==> src/rtl/seq_mult_ctrl.sv <==
// Sequential unsigned shift-add multiplier controller.
// Owns the multiplicand, product and iteration registers and time-shares one
// external WIDTH-bit adder: each RUN cycle adds the multiplicand (gated by the
// current product LSB) into the upper product half and shifts right by one.
module seq_mult_ctrl #(
  parameter int WIDTH = 32,
  parameter int CNT_W = 6
) (
  input  logic                 clk,
  input  logic                 rst_n,
  input  logic                 start,
  input  logic [WIDTH-1:0]     op_a,
  input  logic [WIDTH-1:0]     op_b,
  output logic                 busy,
  output logic                 done,
  output logic [2*WIDTH-1:0]   product,
  output logic [WIDTH-1:0]     add_a,
  output logic [WIDTH-1:0]     add_b,
  output logic                 add_cin,
  input  logic [WIDTH-1:0]     add_sum,
  input  logic                 add_cout
);

  typedef enum logic [1:0] {
    ST_IDLE = 2'd0,
    ST_RUN  = 2'd1,
    ST_DONE = 2'd2
  } state_t;

  localparam logic [CNT_W-1:0] LAST_CNT = CNT_W'(WIDTH - 1);

  state_t               state_q, state_d;
  logic [WIDTH-1:0]     mcand_q, mcand_d;
  logic [2*WIDTH-1:0]   prod_q, prod_d;
  logic [CNT_W-1:0]     cnt_q, cnt_d;
  logic                 busy_q, busy_d;
  logic                 done_q, done_d;

  // Next-state, datapath and registered-output computation for the FSM.
  always_comb begin
    state_d = state_q;
    mcand_d = mcand_q;
    prod_d  = prod_q;
    cnt_d   = cnt_q;
    case (state_q)
      ST_IDLE: begin
        if (start) begin
          mcand_d = op_a;
          prod_d  = {{WIDTH{1'b0}}, op_b};
          cnt_d   = {CNT_W{1'b0}};
          state_d = ST_RUN;
        end else begin
          state_d = ST_IDLE;
        end
      end
      ST_RUN: begin
        // Carry-out becomes the new MSB; start is ignored while running.
        prod_d = {add_cout, add_sum, prod_q[WIDTH-1:1]};
        cnt_d  = cnt_q + {{(CNT_W-1){1'b0}}, 1'b1};
        if (cnt_q == LAST_CNT) begin
          state_d = ST_DONE;
        end else begin
          state_d = ST_RUN;
        end
      end
      ST_DONE: begin
        if (start) begin
          mcand_d = op_a;
          prod_d  = {{WIDTH{1'b0}}, op_b};
          cnt_d   = {CNT_W{1'b0}};
          state_d = ST_RUN;
        end else begin
          state_d = ST_IDLE;
        end
      end
      default: begin
        state_d = ST_IDLE;
      end
    endcase
    busy_d = (state_d == ST_RUN);
    done_d = (state_d == ST_DONE);
  end

  // State and datapath registers with synchronous active-low reset.
  always_ff @(posedge clk) begin
    if (!rst_n) begin
      state_q <= ST_IDLE;
      mcand_q <= {WIDTH{1'b0}};
      prod_q  <= {(2*WIDTH){1'b0}};
      cnt_q   <= {CNT_W{1'b0}};
      busy_q  <= 1'b0;
      done_q  <= 1'b0;
    end else begin
      state_q <= state_d;
      mcand_q <= mcand_d;
      prod_q  <= prod_d;
      cnt_q   <= cnt_d;
      busy_q  <= busy_d;
      done_q  <= done_d;
    end
  end

  // Adder operands come straight from registers in every state.
  always_comb begin
    add_a   = prod_q[2*WIDTH-1:WIDTH];
    add_cin = 1'b0;
    if (prod_q[0]) begin
      add_b = mcand_q;
    end else begin
      add_b = {WIDTH{1'b0}};
    end
  end

  assign busy    = busy_q;
  assign done    = done_q;
  assign product = prod_q;

endmodule

==> config.mk <==
export PLATFORM = sky130hd
export DESIGN_NAME = seq_mult_ctrl
export DESIGN_NICKNAME = d
export VERILOG_FILES = /design/src/rtl/seq_mult_ctrl.sv
export SDC_FILE = /design/constraint.sdc
export NUM_CORES = 1
export LEC_CHECK = 0
export BUFFER_PORTS_ARGS = -buffer_cell sky130_fd_sc_hd__buf_2
export CORE_MARGIN = 2
export CORE_UTILIZATION = 40
export DETAILED_ROUTE_END_ITERATION = 10
export GPL_TIMING_DRIVEN = 0
export PLACE_DENSITY = 0.76
export SYNTH_ARGS = -nofsm -noshare
export SYNTH_HDL_FRONTEND = slang
export SYNTH_SLANG_ARGS = --single-unit
==> constraint.sdc <==
create_clock -name clk -period 2.7 [get_ports clk]
set_input_delay 0.81 -clock clk [delete_from_list [all_inputs] [get_ports clk]]
set_output_delay 0.81 -clock clk [all_outputs]
set_load 0.005 [all_outputs]
==> impl_metrics.csv <==
group,metric,value,unit
logic_synthesis,synth_area,4860,um2
route,wl_per_cell,14.6,um
route,first_pass_iters,7,
global_routing,grt_pass1_wl,20100,um
logic_synthesis,synthTopCellsByArea,"dfxtp_1 44%, a211oi_2 8.0%, mux2i_1 7.2%",
run_status,status,"complete, no violations",
pwr,intPower,2910,uW
critical_path,critPathLaunch,"product[0]$_SDFFE_PN0P_",
placed_design,port_buffers,228,
cts,cts_sinks,106,
sta,setup_viol,0,
cts,clockRootBuffer,"clkbuf_16",
cts,clk_pin_slew_worst_paths,0.07,ns
cts,cts_buffers,9,
sta,maxSlewHeadroom,50.9,%
route,top_layer,"met4",
global_routing,overflow,0,
sta,hold_viol,0,
hold_path,worstHoldStart,"mcand_q[0]$_SDFFE_PN0P_",
pwr,ir_drop,0.000325,V
pwr,sw_frac_of_total,28.0,%
logic_synthesis,synth_top_area_share,43.7,%
route,wl_met2,6290,um
logic_synthesis,yosysTopAreaCell,"dfxtp_1",
global_routing,grt_pass1_vias,4236,
pwr,pwr-share-seq,44.5,%
pwr,leakage,0.00316,uW
sta,setup_tns,0,ns
route,drc_errors,0,
final_layout,antenna_cells,0,
final_layout,final_common_cell,"buf_2",
cts,clk_latency,0.34,ns
critical_path,crit_slowest_cell,"dfxtp_1",
die,die_h,114,um
die,fp.dieArea,13000,um2
final_layout,drive_above_1_share,50.5,%
cts,post_cts_buffers,0,
pwr,p_per_area,622,nW/um2
critical_path,cp_cell_sequence,"clkbuf_1, and2_1, buf_2",
sta,fin_crit_sh,84.9,%
cts,ctsResizeCount,0,
logic_synthesis,ys_ff_latch,106,
global_routing,grt_start_max_net_pins,18,
logic_synthesis,synth_top_family_by_area,"simple AND/OR/NAND/NOR gates",
logic_synthesis,syn_nets,590,
critical_path,required,1.89,ns
placed_design,hpwl,9870,um
critical_path,worst-setup-path-type,"register to primary output",
cts,htree_levels,3,
logic_synthesis,muxShareOfSynthArea,7.21,%
critical_path,arrival,1.48,ns
route,wl_met1,5440,um
logic_synthesis,synth_fa_ha_area_share,0.257,%
logic_synthesis,yosysWarnings,0,
route,avgViaCountPerCell,4.94,
pwr,clock_power_share,33.7,%
route,first_iter_violations,188,
die,core-area,11900,um2
critical_path,start_kind,"register",
die,io_pins,231,
sta,rsz0062_at_grt,"no",
die,die_x,114,um
global_routing,grt.total_usage,19.2,%
cts,cts_tree,"yes",
logic_synthesis,yosys.area_share.simple,19.9,%
final_layout,syn2layout_area_growth,33.7,%
logic_synthesis,synth_compound_area_share,17.4,%
logic_synthesis,seq_area_frac_synth,43.7,%
die,start_util,40.8,%
sta,tightest_slew,0.736,ns
sta,hold_slack,0.450,ns
route,wirelength,12800,um
pwr,power_switching,1130,uW
critical_path,cpPeakStageDelay,0.51,ns
global_routing,antenna_found_initial,0,
logic_synthesis,avgSynthCellArea,9.94,um2
sta,clock_skew,0.00846,ns
pwr,combinationalPowerShare,21.7,%
critical_path,timing.rr.start,"state_q[0]$_SDFF_PN0_",
logic_synthesis,synth_cell_types,31,
route,dr_wl_met3,826,um
cts,clk_path_buf_depth,2,
logic_synthesis,syn-instance-count,489,
hold_path,hold_class,"register to register",
logic_synthesis,synth_xor_area_share,0,%
route,drtAntennaViolNets,0,
critical_path,endpoint_kind,"primary output",
final_layout,nNetsFinal,829,
placed_design,gp_congestion,0.855,
die,num_rows,40,
run,drv_cap,0,
final_layout,final_cell_mix,"244 x buf_2, 106 x dfxtp_1, 73 x nand2_1, 43 x a21oi_1, 39 x buf_4",
cts,cts_hold_buf,0,
sta,slew_violations,0,
route,vias,4348,
sta,fmax,0.436,GHz
critical_path,cp_max_fo,10,
sta,final.min_clock_period,2.29,ns
==> critical path, delay by kind of cell (launching register included) <==
kind / cells / cell delay, ns
flip-flops: 1 / 0.51
buffers and inverters: 2 / 0.45
AND/OR/NAND/NOR: 1 / 0.19
==> cells in the mapped netlist <==
cell and instances:
a211oi_2 31, buf_4 39, buf_1 1, nor2_4 1, nand2b_2 1, and2_1 32
nor3_4 1, buf_12 4, clkbuf_1 8, dfxtp_1 106, conb_1 1, nor3_2 23
nand4_1 3, and3_1 1, nor2b_4 1, nand3_1 13, inv_2 1, a211oi_1 1
a311oi_1 1, buf_2 16, and2b_4 1, nand2_1 73, a21oi_1 43, nand3b_1 1
nand2b_1 6, buf_6 6, a22o_1 26, nand2_4 1, nor3_1 11, ha_1 1
mux2i_1 35
==> through the flow <==
step                      utilization [%]  std cells  power (uW)  setup slack [ns]  area [um2]
final                                54.6        880        4040             0.409        6500
after CTS                            54.6        880        4090             0.364        6500
after detailed placement             51.9        864        2730             0.640        6180
after global placement               51.9        864        2700             0.692        6180
after global routing                 54.6        880        4250             0.274        6500
after floorplan                         -        489        2390             0.973        4860
==> logic make-up after synthesis <==
| logic type | Yosys count |
|---|---|
| adder cells (fa/ha/maj) | 1 |
| other | 1 |
| AND/OR/NAND/NOR | 169 |
| buffers and inverters | 75 |
| AO/OA/AOI/OAI | 102 |
| flip-flops | 106 |
| multiplexers | 35 |
==> metal layers <==
metal	GRT usage [%]	up-vias
met1	23.0	2028
met3	4.24	20
li1	-	2142
met5	0	-
met4	8.21	0
met2	33.3	158
==> final timing paths <==
path | endpoint | slack, ns | cells past startpoint
min reg2reg | mcand_q[0]$_SDFFE_PN0P_ | 0.45 | 2
max | add_b[0] | 0.41 | 3
min | mcand_q[0]$_SDFFE_PN0P_ | 0.45 | 2
max reg2reg | product[10]$_SDFFE_PN0P_ | 1.31 | 6
==> sequential cells by signal, indices dropped and copies added (netlist names) <==
signal	flops
cnt_q	6
done	1
busy	1
state_q	2
product	64
mcand_q	32
==> area by class of cell <==
type	count	area, um2
Inverter	1	3.75
Sequential cell	106	2120
Multi-Input combinational cell	308	2180
Timing Repair Buffer	228	1140
Fill cell	1085	5410
Clock buffer	11	253
Tap cell	147	184
Clock inverter	5	61.3
Buffer	74	554
==> power groups by stage <==
stage	combinational, uW	clock (uW)	sequential [uW]
3_5_place_dp	892	0	1840
3_3_place_gp	870	0	1830
4_1_cts	893	1400	1800
5_1_grt	966	1460	1820
6_report	880	1360	1800
2_1_floorplan	567	0	1820
Note: power is estimated with default switching activity, not from simulation.
